<file path="src/rtl/ws2812b_multi_capture.sv">
// WS2812B frame decoder: captures the first bytes of each frame into a
// register-readable buffer and forwards the rest of the stream on uo_out[1].
module ws2812b_multi_capture #(
    parameter int CLK_HZ           = 64000000,
    parameter int THRESHOLD_CYCLES = 38,
    parameter int IDLE_US          = 60,
    parameter int BUF_BYTES        = 12
) (
    input  logic       clk,
    input  logic       rst_n,
    input  logic [7:0] ui_in,
    output logic [7:0] uo_out,
    input  logic [3:0] address,
    input  logic       data_write,
    input  logic [7:0] data_in,
    output logic [7:0] data_out
);
    localparam int IDLE_CYC = CLK_HZ / 1000000 * IDLE_US;
    localparam int IW = $clog2(IDLE_CYC + 1);
    localparam logic [IW-1:0] IDLE_MAX  = IW'(IDLE_CYC);
    localparam logic [IW-1:0] IDLE_LAST = IW'(IDLE_CYC - 1);
    localparam logic [7:0]    THR       = 8'(THRESHOLD_CYCLES);
    localparam logic [5:0]    BUF_MAX   = 6'(BUF_BYTES);

    typedef enum logic [1:0] {S_IDLE, S_CAPTURE, S_FORWARD} state_t;

    state_t         state_q, state_d;
    logic           din, din_q, rise, fall, bit_ev, bit_val, idle_set;
    logic [7:0]     hi_cnt_q, hi_cnt_d;
    logic [IW-1:0]  low_cnt_q, low_cnt_d;
    logic           idle_q, idle_d;
    logic [2:0]     bit_cnt_q, bit_cnt_d;
    logic [6:0]     shift_q, shift_d;
    logic           byte_valid_q, byte_valid_d;
    logic [7:0]     byte_q, byte_d;
    logic [5:0]     ctrl_q, ctrl_d, shadow_q, shadow_d, frame_ctrl;
    logic [5:0]     need_raw, need;
    logic [3:0]     cap_cnt_q, cap_cnt_d;
    logic           cap_last;
    logic           ready_q, ready_d, overrun_q, overrun_d, short_q, short_d;
    logic [7:0]     frame_cnt_q, frame_cnt_d;
    logic           dout_q, dout_d;
    logic           buf_we, cap_clr, cap_inc, frame_done, short_set, ovr_drop;
    logic [7:0]     buf_q [BUF_BYTES];
    logic [7:0]     buf_d [BUF_BYTES];
    logic [7:0]     buf_rd [12];
    logic           unused_inputs;

    assign din           = ui_in[1];
    assign unused_inputs = ^{ui_in[7:2], ui_in[0], data_in[7:6]};
    assign rise          = din & ~din_q;
    assign fall          = ~din & din_q;
    // A high run already in progress at reset release leaves hi_cnt at 0 and is ignored.
    assign bit_ev        = fall && (hi_cnt_q != 8'd0);
    assign bit_val       = hi_cnt_q > THR;
    assign idle_set      = ~din && (low_cnt_q == IDLE_LAST);

    // While idle is asserted the live CTRL value is the one the next frame will use.
    assign frame_ctrl = idle_q ? ctrl_q : shadow_q;
    assign need_raw   = frame_ctrl[4] ? {frame_ctrl[3:0], 2'b00}
                                      : ({2'b00, frame_ctrl[3:0]} + {1'b0, frame_ctrl[3:0], 1'b0});
    assign need       = (need_raw > BUF_MAX) ? BUF_MAX : need_raw;
    assign cap_last   = ({2'b00, cap_cnt_q} + 6'd1) == need;

    always_comb begin
        hi_cnt_d = hi_cnt_q;
        if (rise)
            hi_cnt_d = 8'd1;
        else if (!din)
            hi_cnt_d = 8'd0;
        else if (hi_cnt_q != 8'd0 && hi_cnt_q != 8'hFF)
            hi_cnt_d = hi_cnt_q + 8'd1;

        low_cnt_d = low_cnt_q;
        if (din)
            low_cnt_d = '0;
        else if (low_cnt_q != IDLE_MAX)
            low_cnt_d = low_cnt_q + IW'(1);

        idle_d = idle_q;
        if (rise)
            idle_d = 1'b0;
        else if (idle_set)
            idle_d = 1'b1;

        bit_cnt_d    = bit_cnt_q;
        shift_d      = shift_q;
        byte_d       = byte_q;
        byte_valid_d = 1'b0;
        if (idle_set) begin
            bit_cnt_d = 3'd0;
        end else if (bit_ev) begin
            shift_d   = {shift_q[5:0], bit_val};
            bit_cnt_d = bit_cnt_q + 3'd1;
            if (bit_cnt_q == 3'd7) begin
                byte_d       = {shift_q, bit_val};
                byte_valid_d = 1'b1;
            end
        end
    end

    always_ff @(posedge clk or negedge rst_n) begin
        if (!rst_n)
            state_q <= S_IDLE;
        else
            state_q <= state_d;
    end

    always_comb begin
        state_d = state_q;
        case (state_q)
            S_IDLE:    if (rise) state_d = (need != 6'd0) ? S_CAPTURE : S_FORWARD;
            S_CAPTURE: begin
                if (idle_set)
                    state_d = S_IDLE;
                else if (byte_valid_q && cap_last)
                    state_d = S_FORWARD;
            end
            S_FORWARD: if (idle_set) state_d = S_IDLE;
            default:   state_d = S_IDLE;
        endcase
    end

    always_comb begin
        buf_we     = 1'b0;
        cap_clr    = 1'b0;
        cap_inc    = 1'b0;
        frame_done = 1'b0;
        short_set  = 1'b0;
        ovr_drop   = 1'b0;
        dout_d     = (state_d == S_FORWARD) & din;
        case (state_q)
            S_IDLE:    cap_clr = rise;
            S_CAPTURE: begin
                if (idle_set) begin
                    short_set = 1'b1;
                end else if (byte_valid_q) begin
                    cap_inc    = 1'b1;
                    ovr_drop   = frame_ctrl[5] & ready_q;
                    buf_we     = ~(frame_ctrl[5] & ready_q);
                    frame_done = cap_last;
                end
            end
            default: ;
        endcase
    end

    // W1C clears are applied first so a same-cycle set event overrides them.
    always_comb begin
        ctrl_d = ctrl_q;
        if (data_write && address == 4'hC)
            ctrl_d = data_in[5:0];
        shadow_d  = frame_ctrl;
        ready_d   = ready_q;
        overrun_d = overrun_q;
        short_d   = short_q;
        if (data_write && address == 4'hE) begin
            if (data_in[0]) ready_d   = 1'b0;
            if (data_in[1]) overrun_d = 1'b0;
            if (data_in[2]) short_d   = 1'b0;
        end
        if (frame_done)
            ready_d = 1'b1;
        if (ovr_drop || (frame_done && ready_q))
            overrun_d = 1'b1;
        if (short_set)
            short_d = 1'b1;
        frame_cnt_d = frame_done ? frame_cnt_q + 8'd1 : frame_cnt_q;
        cap_cnt_d   = cap_cnt_q;
        if (cap_clr)
            cap_cnt_d = 4'd0;
        else if (cap_inc)
            cap_cnt_d = cap_cnt_q + 4'd1;
    end

    always_ff @(posedge clk or negedge rst_n) begin
        if (!rst_n) begin
            din_q        <= 1'b1;
            hi_cnt_q     <= 8'd0;
            low_cnt_q    <= '0;
            idle_q       <= 1'b0;
            bit_cnt_q    <= 3'd0;
            shift_q      <= 7'd0;
            byte_q       <= 8'd0;
            byte_valid_q <= 1'b0;
            ctrl_q       <= 6'h01;
            shadow_q     <= 6'h01;
            cap_cnt_q    <= 4'd0;
            ready_q      <= 1'b0;
            overrun_q    <= 1'b0;
            short_q      <= 1'b0;
            frame_cnt_q  <= 8'd0;
            dout_q       <= 1'b0;
        end else begin
            din_q        <= din;
            hi_cnt_q     <= hi_cnt_d;
            low_cnt_q    <= low_cnt_d;
            idle_q       <= idle_d;
            bit_cnt_q    <= bit_cnt_d;
            shift_q      <= shift_d;
            byte_q       <= byte_d;
            byte_valid_q <= byte_valid_d;
            ctrl_q       <= ctrl_d;
            shadow_q     <= shadow_d;
            cap_cnt_q    <= cap_cnt_d;
            ready_q      <= ready_d;
            overrun_q    <= overrun_d;
            short_q      <= short_d;
            frame_cnt_q  <= frame_cnt_d;
            dout_q       <= dout_d;
        end
    end

    genvar gi;
    for (gi = 0; gi < BUF_BYTES; gi++) begin : g_buf
        assign buf_d[gi] = (buf_we && cap_cnt_q == 4'(gi)) ? byte_q : buf_q[gi];
        always_ff @(posedge clk or negedge rst_n) begin
            if (!rst_n)
                buf_q[gi] <= 8'h00;
            else
                buf_q[gi] <= buf_d[gi];
        end
    end

    for (gi = 0; gi < 12; gi++) begin : g_rd
        if (gi < BUF_BYTES) begin : g_used
            assign buf_rd[gi] = buf_q[gi];
        end else begin : g_unused
            assign buf_rd[gi] = 8'h00;
        end
    end

    always_comb begin
        data_out = 8'h00;
        case (address)
            4'hC:    data_out = {2'b00, ctrl_q};
            4'hD:    data_out = {4'h0, cap_cnt_q};
            4'hE:    data_out = {5'b00000, short_q, overrun_q, ready_q};
            4'hF:    data_out = frame_cnt_q;
            default: data_out = buf_rd[address];
        endcase
    end

    assign uo_out = {6'b000000, dout_q, 1'b0};

endmodule

</file>
<file path="config.mk">
export PLATFORM = sky130hd
export DESIGN_NAME = ws2812b_multi_capture
export DESIGN_NICKNAME = d
export VERILOG_FILES = /design/src/rtl/ws2812b_multi_capture.sv
export SDC_FILE = /design/constraint.sdc
export NUM_CORES = 1
export LEC_CHECK = 0
export ABC_CLOCK_PERIOD_IN_PS = 3900
export CAP_MARGIN = 20
export CORE_MARGIN = 4
export CORE_UTILIZATION = 45
export DETAILED_ROUTE_END_ITERATION = 12
export GPL_TIMING_DRIVEN = 1
export PLACE_DENSITY = 0.61
export SLEW_MARGIN = 20
export SYNTH_ARGS = -nofsm -noshare
export SYNTH_HDL_FRONTEND = slang
export SYNTH_SLANG_ARGS = --single-unit
</file>
<file path="constraint.sdc">
create_clock -name clk -period 3.9 [get_ports clk]
set_clock_uncertainty 0.15 [all_clocks]
set_input_delay 0.975 -clock clk [delete_from_list [all_inputs] [get_ports clk]]
set_output_delay 0.975 -clock clk [all_outputs]
set_load 0.02 [all_outputs]
</file>
## Yosys cells after proc, flatten, opt, wreduce, memory -nomap -nowiden

Index checks and enable logic that the tools add are counted.

- Add/sub/neg operators: 7
- Bitwise operators: 9
- Magnitude comparators: 3
- Muxes and demuxes: 51
- Equal/unequal tests: 24
- Reduce and logical (&&, ||, !) cells: 39

Operator list:

| cell | number |
|---|---|
| two-way mux 8 bit | 5 |
| binary-select mux 8 bit (select 4 bit) | 1 |
| equality test 4 bit, second input constant | 8 |
| case mux 8 bit (4 select lines) | 1 |
| two-way mux 1 bit | 29 |
| two-way mux 12 bit | 2 |
| nonzero test 2 bit | 10 |
| logical AND 1 bit | 19 |
| two-way mux 6 bit | 3 |
| adder 8 x 1 -> 8 bit, second input constant | 2 |
| equality test 4 x 3 -> 1 bit, second input constant | 4 |
| adder 12 x 1 -> 12 bit, second input constant | 1 |
| equality test 12 bit, second input constant | 1 |
| != test 12 bit, second input constant | 1 |
| two-way mux 2 bit | 5 |
| equality test 4 x 2 -> 1 bit, second input constant | 2 |
| > comparator 8 x 6 -> 1 bit, second input constant | 1 |
| two-way mux 4 bit | 2 |
| != test 8 bit, second input constant | 1 |
| AND reduction 2 bit | 4 |
| nonzero test 8 bit | 1 |
| adder 4 x 5 -> 6 bit | 1 |
| equality test 5 x 6 -> 1 bit | 1 |
| > comparator 6 x 4 -> 1 bit, second input constant | 1 |
| other kinds (19) | 27 |

- Logic and storage cells: 162
- Output and inout bits: 16
- Bits in registers: 167
- Input bits: 23

## Longest topological paths before layout

Gate-level depths: netlist (run 1).

- Depth after elaboration: 13
- Depth in mapped cells: 13
- Depth with buffers taken out: 11

## Worst setup path before layout (run 1)

OpenSTA, ideal clock, no wires.

- Path type: in2out
- From: input port address[0]
- To: output port data_out[0]
- Path slack: -50 ps
- Buffers on the path: 2
- Arrival time: 2825 ps
- Required time: 2775 ps
- Stages on the path: 4
- Cell sequence: clkbuf_1 -> buf_1 -> mux4_2 -> mux4_2

- Word-level cells in the longest chain between the ends: 5
- Elaborated cells on any way between the ends: 9
- Those cells by class: 4 x eq/ne; 4 x mux; 1 x bitwise

RTL lines:

| what | line | source |
|---|---|---|
| start: declaration | 13 | `input logic [3:0] address,` |
| NOT 4 -> 5 bit (implied by the code) | 240 | `default: data_out = buf_rd[address];` |
| binary-select mux 8 bit (select 4 bit) | 240 |  |
| two-way mux 8 bit (implied by the code) (2 in a row) | 240 |  |
| case mux 8 bit (4 select lines) * | 235 | `case (address)` |
| end: declaration | 16 | `output logic [7:0] data_out` |

Mark *: on every way between the ends. The rest lies on a longest branch, timed or not. The select of a mux whose other input is x is not followed.

## Final worst setup path (run 1)

- From: input port address[0]
- To: output port data_out[1]

The elaborated chain is that of the path after synthesis.

==> impl_results.md, run 1 <==
- Routed vias: approximately 4800
- Synth area leader: dfrtp_1
- Gr usage total: ~17%
- Fillcell total: 1448
- PwrDens: slightly below 400 nW/um^2
- Final worst setup slack: 0.0805 ns
- Critical Path Sink Type: primary output
- Hold slack: 0.324 ns
- R2R Setup Slk: around 0.32 ns
- Fin crit share: 97.9%
- Top cell type's share of synthesized area: 50.4%
- Synth cell types: 60
- Buf/Inv on CP: 3
- #FFs+latches synth: ~170
- WL/cell: ~19 microns
- Stages on worst setup path: 5
- Critical path peak fanout: 9
- Layout cell share with drive strength beyond 1: 35.0%
- Worst-path clk slew: roughly 0.060 ns
- Leading cell type in the layout, fill and taps excluded: dfrtp_1
- Reg2reg path depth: 10
- Max-cap viol count: 0
- Cell mode on critical path: mux4_2
- Clock Path Buffers: 2
- Post-synthesis sequential area ratio: just over 50%
- Synth Instances: about 600
- Final setup viols: 0
- Placement Rows: 48
- Detailed Routing Iterations Pass 1: 4
- Post-DRT Antenna Nets: 0
- # DRC: 0
- H-tree levels: 4
- Reg2reg end: frame_cnt_q[1]
- Register area: around 4200 sq um
- Main area contributors after synthesis: dfrtp_1 (50%), mux2_2 (16%), mux4_2 (9.1%)
- Largest net degree at the start of global routing: 94
- Hold Path Origin: frame_cnt_q[7]
- Placed wire-length estimate: 11.6 mm
- Setup bufs post-CTS: 0
- Fin nets: 675
- CP Launch Type: input port
- Routed WL: 16.3 mm
- Unrepaired setup endpoints after global routing: no
- Initial core utilization: a little under half
- Slowest stage cell, crit path: mux4_2
- CTS Buf Count: 17
- Worst Max-Slew Pin Slew: 0.850 ns
- Die Height: approximately 140 microns
- Area Overhead vs Synth: 14.8%
- Crit path required time: ~2.8 ns
- Clock sinks: about 170
- Mapped Area: slightly above 8000 sq um
- Top FF cell, synth: dfrtp_1
- Fin. max-slew vios: 0
- Pre-CTS setup slack: -0.366 ns
- Initial antenna violation count: 0
- Commonest non-fill, non-tap cells in the layout: dfrtp_1 (163), mux2_2 (114), mux4_2 (33)
- Status: completed
- Number of global-route vias before repair: roughly 5000
- Crit-path cells: clkbuf_4, buf_12, mux4_2, mux4_2, dlygate4sd2_1
- VDD IR max: approximately 0.35 mV
- Grt ovf: 0
- DR iter-0 viols: about 190
- Asr flop ratio synth: between 90% and 100%
- CTS root buffer: clkbuf_16
- Fmax: about 260 MHz
- Slew HR: 43.3%
- Fin. Hold Viols: 0
- Leakage power: 4.49 nW
- CP Data Arrival Time: 2.69 ns
- CTS tree: built
- Die area: a little over 20000 sq um
- Crit-path leading delay family: multiplexers
- EDFF count, synth: 0
- Global-route wire length before repair: 26.9 mm
- # diodes: 0
- Port buffer count: 22
- Max incr delay on CP: roughly 0.54 ns
- Power Total: between 3 and 4 mW
- Minimum clock period: 3.82 ns
- Hold EP: frame_cnt_q[7]
- Worst skew pair latency: roughly 0.42 ns
- Hold Path Class: reg2reg
- Core area: 17500 sq um
- Core Util, Final: 53.4%
- Reg2reg start: idle_q
- I/O Pins: 39
- Hold Path Cell Cnt: 1
- Synth warnings: 0
- Avg Cell Area, Syn: 13.6 sq um
- Setup CP Type: in2out
- Setup TNS: 0 ns
- Avg Vias per Cell: around 5.5
- Die width: ~140 microns
- Area of the multi-input gates: 3780 sq um
- GP Congestion: 0.792
## power by group
part | total (mW) | internal, mW | leakage, nW | switching, mW
registers | 1.81 | 1.77 | 2.30 | 0.0379
clock network | 1.65 | 0.996 | 0.275 | 0.653
logic | 0.227 | 0.103 | 1.92 | 0.123
total | 3.69 | 2.87 | 4.49 | 0.815
## through the flow
| stage | cell area (sq um) | std cells |
|---|---|---|
| 3_3_place_gp | 8730 | 840 |
| 2_1_floorplan | 8180 | 604 |
| 4_1_cts | 9360 | 873 |
| 5_1_grt | 9360 | 873 |
| 3_5_place_dp | 8730 | 840 |
| 6_report | 9360 | 873 |
## sequential cells by signal, indices dropped and copies added, names as in the netlist, 3 cells and up
signal and cells:
hi_cnt_q 8, ctrl_q 6, bit_cnt_q 3, frame_cnt_q 8, cap_cnt_q 4, shadow_q 6, buf_q 96, byte_q 8
shift_q 7, low_cnt_q 12
## cell usage after synthesis (4+ instances only)
cell / count
dfrtp_1: 164
mux2_2: 114
mux4_2: 33
nand2_1: 29
nor2_1: 29
ha_1: 16
xor2_1: 16
clkbuf_1: 15
xnor2_1: 15
inv_1: 14
buf_4: 10
nand3_1: 10
nand4_1: 10
nand2_4: 9
o21ai_0: 9
mux2i_1: 8
a21oi_1: 7
nand2b_1: 7
buf_1: 6
mux2_1: 6
nor3b_1: 5
a31oi_1: 4
nor3_1: 4
## final cells by class
type	instances	share of cell area, %
clock inverter	10	1.28
inverter	14	0.561
timing repair buffer	45	5.01
sequential	167	44.7
clock buffer	22	5.07
multi-input combinational	390	40.4
tap	225	3.01
## worst register-to-register path, delay by kind of cell (launching register included)
kind            cells  cell delay [ns]
mux                 2             0.80
fa+ha+maj           2             0.66
compound gates      3             0.63
simple gates        2             0.54
flops               1             0.47
xor+xnor            1             0.21
## worst max-delay path by stage
stage,to,slack (ns),startpoint
floorplan,data_out[0],0.08,address[0]
global placement,data_out[2],-0.37,address[1]
detailed placement,data_out[5],-0.37,address[1]
CTS,data_out[1],0.01,address[1]
global route,data_out[0],0.03,address[0]
finish,data_out[1],0.08,address[0]
## kinds of logic (layout without fill, tap and decap cells)
logic type	after synthesis	in the layout	share of synthesized area (%)
and+or+nand+nor	130	130	9.55
buffers and inverters	47	91	2.66
muxes	161	161	26.7
AOI/OAI and AO/OA	44	44	3.72
adders and majority gates	17	17	2.70
other	1	7	0.0460
xor gates and xnor gates	31	31	3.33
DFF	167	167	51.3
## per-layer routing
layer,part of all wire [%],track usage [%]
met1,45,23.3
met2,49,27.9
met3,3.9,3.70
met4,1.4,4.80
met5,0,0
## timing repair
action,4_1_cts,5_1_grt
resized for setup,13,4
hold buffers,0,0
setup endpoints to repair,8,10
pin swaps,0,0
cloned,1,0
Power figures use the tool's default switching activity.
==> inputs of run 2 (changes only) <==
--- a/config.mk
+++ b/config.mk
@@ -8,10 +8,10 @@
 export ABC_CLOCK_PERIOD_IN_PS = 3900
 export CAP_MARGIN = 20
 export CORE_MARGIN = 4
-export CORE_UTILIZATION = 45
+export CORE_UTILIZATION = 60
 export DETAILED_ROUTE_END_ITERATION = 12
 export GPL_TIMING_DRIVEN = 1
-export PLACE_DENSITY = 0.61
+export PLACE_DENSITY = 0.78
 export SLEW_MARGIN = 20
 export SYNTH_ARGS = -nofsm -noshare
 export SYNTH_HDL_FRONTEND = slang
==> impl_results.md, run 2 (synthesized netlist as in run 1, its figures left out) <==
- Reg with most FFs: buf_q
- WL/cell: 20.4 microns (+9.4%)
- Post-DRT Antenna Nets: 0 (unchanged)
- Setup CP Type: in2out
- Die area: 15500 sq um (-24%)
- CTS tree: built
- Placed wire-length estimate: 11.3 mm (-2.0%)
- Register area: 4180 sq um (unchanged)
- Leading cell type in the layout, fill and taps excluded: dfrtp_1
- Fin. max-slew vios: 0 (unchanged)
- Core area: 13300 sq um (-24%)
- Die width: 125 microns (-13%)
- Slowest stage cell, crit path: mux4_2
- Critical Path Sink Type: primary output
- Worst Max-Slew Pin Slew: 0.734 ns (-0.116 ns)
- Initial antenna violation count: 0 (unchanged)
- Fillcell total: 907 (-37%)
- CTS Buf Count: 17 (unchanged)
- Unrepaired setup endpoints after global routing: no
- Fin. Hold Viols: 0 (unchanged)
- VDD IR max: 0.339 mV (-3.1%)
- Fin nets: 677 (+0.30%)
- Routed WL: 16.9 mm (+3.5%)
- Clock sinks: 167 (unchanged)
- DR iter-0 viols: 243 (+29%)
- Crit path required time: 2.77 ns (about the same)
- Number of global-route vias before repair: 5354 (+7.1%)
- Hold buffer count at cts: 0 (unchanged)
- Reg2reg start: idle_q
- Global-route wire length before repair: 28.1 mm (+4.4%)
- Power Total: 3.77 mW (+2.2%)
- Fmax: 261 MHz (-0.47%)
- Minimum clock period: 3.84 ns (+0.0179 ns)
- R2R Setup Slk: 0.28 ns (-0.04 ns)
- CTS root buffer: clkbuf_16
- Leakage power: 4.51 nW (+0.39%)
- H-tree levels: 4 (unchanged)
- Largest net degree at the start of global routing: 64 (-32%)
- Status: completed
- Die Height: 125 microns (-13%)
- Routed vias: 4960 (+2.6%)
- Worst skew pair latency: 0.43 ns (about the same)
- GP Congestion: 0.809 (+2.1%)
- I/O Pins: 39 (unchanged)
- Regs by FF count: buf_q (96), low_cnt_q (12)
- Fin crit share: 98.4% (+0.46 points)
- Commonest non-fill, non-tap cells in the layout: dfrtp_1 (163), mux2_2 (114), mux4_2 (33)
- CP Data Arrival Time: 2.71 ns (+0.02 ns)
- Avg Vias per Cell: 6.00 (+8.4%)
- Max incr delay on CP: 0.48 ns (-0.06 ns)
- Area Overhead vs Synth: 14.0%
- Max-cap viol count: 0 (unchanged)
- Clock Path Buffers: 2 (unchanged)
- Reg2reg end: frame_cnt_q[4]
- Gr usage total: 23.2% (+6.1 points)
- Crit-path cells: clkdlybuf4s15_1, buf_6, clkbuf_4, and2_1, a22o_1, mux4_2, buf_2
- Core Util, Final: 69.9% (+17 points)
- Port buffer count: 22 (unchanged)
- Placement Rows: 42 (-13%)
- Hold Path Class: in2async
- PwrDens: 405 nW/um^2 (+2.9%)
- Max FFs per register: 96 (unchanged)
- CP Launch Type: input port
- Grt ovf: 0 (unchanged)
- Final setup viols: 0 (unchanged)
- CP endpoint: data_out[4]
- Initial core utilization: 61.3% (+15 points)
- Reg2reg path depth: 11 (+1)
- Critical path peak fanout: 7 (-2)
- Worst-path clk slew: 0.06 ns (about the same)
- # diodes: 0 (unchanged)
- # DRC: 0 (unchanged)
- Area of the multi-input gates: 3770 sq um (-0.13%)
- Worst Setup SP: address[1]
- Slew HR: 50.7% (+7.4 points)
- Detailed Routing Iterations Pass 1: 4 (unchanged)
- Layout cell share with drive strength beyond 1: 35.7% (+0.66 points)
## run 2: cell type report
class | instances | share of cell area [%]
clock inverters | 12 | 1.60
inverters | 14 | 0.566
multi-input cells | 390 | 40.6
clock buffers | 20 | 5.02
repair buffers | 47 | 4.78
flip-flops and latches | 167 | 45.0
well taps | 176 | 2.37
## run 2: through the flow
step	setup slack (ns)	std cells	area, sq um	TNS, ns	hold slack (ns)
6_report	0.0627	826	9290	0	0.342
5_1_grt	0.0192	826	9290	0	0.361
4_1_cts	0.0296	826	9290	0	0.346
3_5_place_dp	-0.383	792	8670	-2.68	0.331
3_3_place_gp	-0.359	792	8670	-2.45	0.319
2_1_floorplan	0.0845	604	8180	0	0.296
## run 2: where the power goes
| part | switching, mW | internal [mW] | leakage [nW] |
|---|---|---|---|
| registers | 0.0376 | 1.77 | 2.30 |
| clock network | 0.674 | 1.06 | 0.306 |
| logic | 0.125 | 0.101 | 1.90 |
## run 2: critical path: cells and delay by family
kind,cells,cell delay (ns)
buffers and inverters,4,0.78
multiplexers,1,0.48
AO/OA/AOI/OAI,1,0.29
AND/OR/NAND/NOR,1,0.19
## run 2: worst min path at each step
stage                    from  cells after the start        endpoint  slack [ns]
3_3_place_gp   frame_cnt_q[7]                      1  frame_cnt_q[7]        0.32
4_1_cts             buf_q[25]                      1       buf_q[25]        0.35
3_5_place_dp        buf_q[25]                      1       buf_q[25]        0.33
5_1_grt             buf_q[25]                      1       buf_q[25]        0.36
6_report                rst_n                      1  frame_cnt_q[2]        0.34
2_1_floorplan  frame_cnt_q[7]                      1  frame_cnt_q[7]        0.30
## run 2: what timing repair did
| action | in CTS | in global routing |
|---|---|---|
| gates resized for setup | 19 | 5 |
| setup buffers | 2 | 0 |
| setup endpoints to repair | 8 | 9 |
## run 2: routing by layer
layer / wire, microns / global-route usage (%) / up-vias
met2: 8560 / 38.4 / 111
met1: 7090 / 30.0 / 2574
met4: 481 / 8.96 / 0
met5: 0 / 0 / -
met3: 732 / 5.23 / 32
li1: - / - / 2243
==> inputs of run 3 (changes only) <==
--- a/config.mk
+++ b/config.mk
@@ -9,10 +9,11 @@
 export CAP_MARGIN = 20
 export CORE_MARGIN = 4
 export CORE_UTILIZATION = 60
+export CTS_CLUSTER_DIAMETER = 40
 export DETAILED_ROUTE_END_ITERATION = 12
 export GPL_TIMING_DRIVEN = 1
 export PLACE_DENSITY = 0.78
-export SLEW_MARGIN = 20
+export SLEW_MARGIN = 15
 export SYNTH_ARGS = -nofsm -noshare
 export SYNTH_HDL_FRONTEND = slang
 export SYNTH_SLANG_ARGS = --single-unit
==> results of run 3 <==
The final DEF is identical to that of run 2; final timing and power are the same.
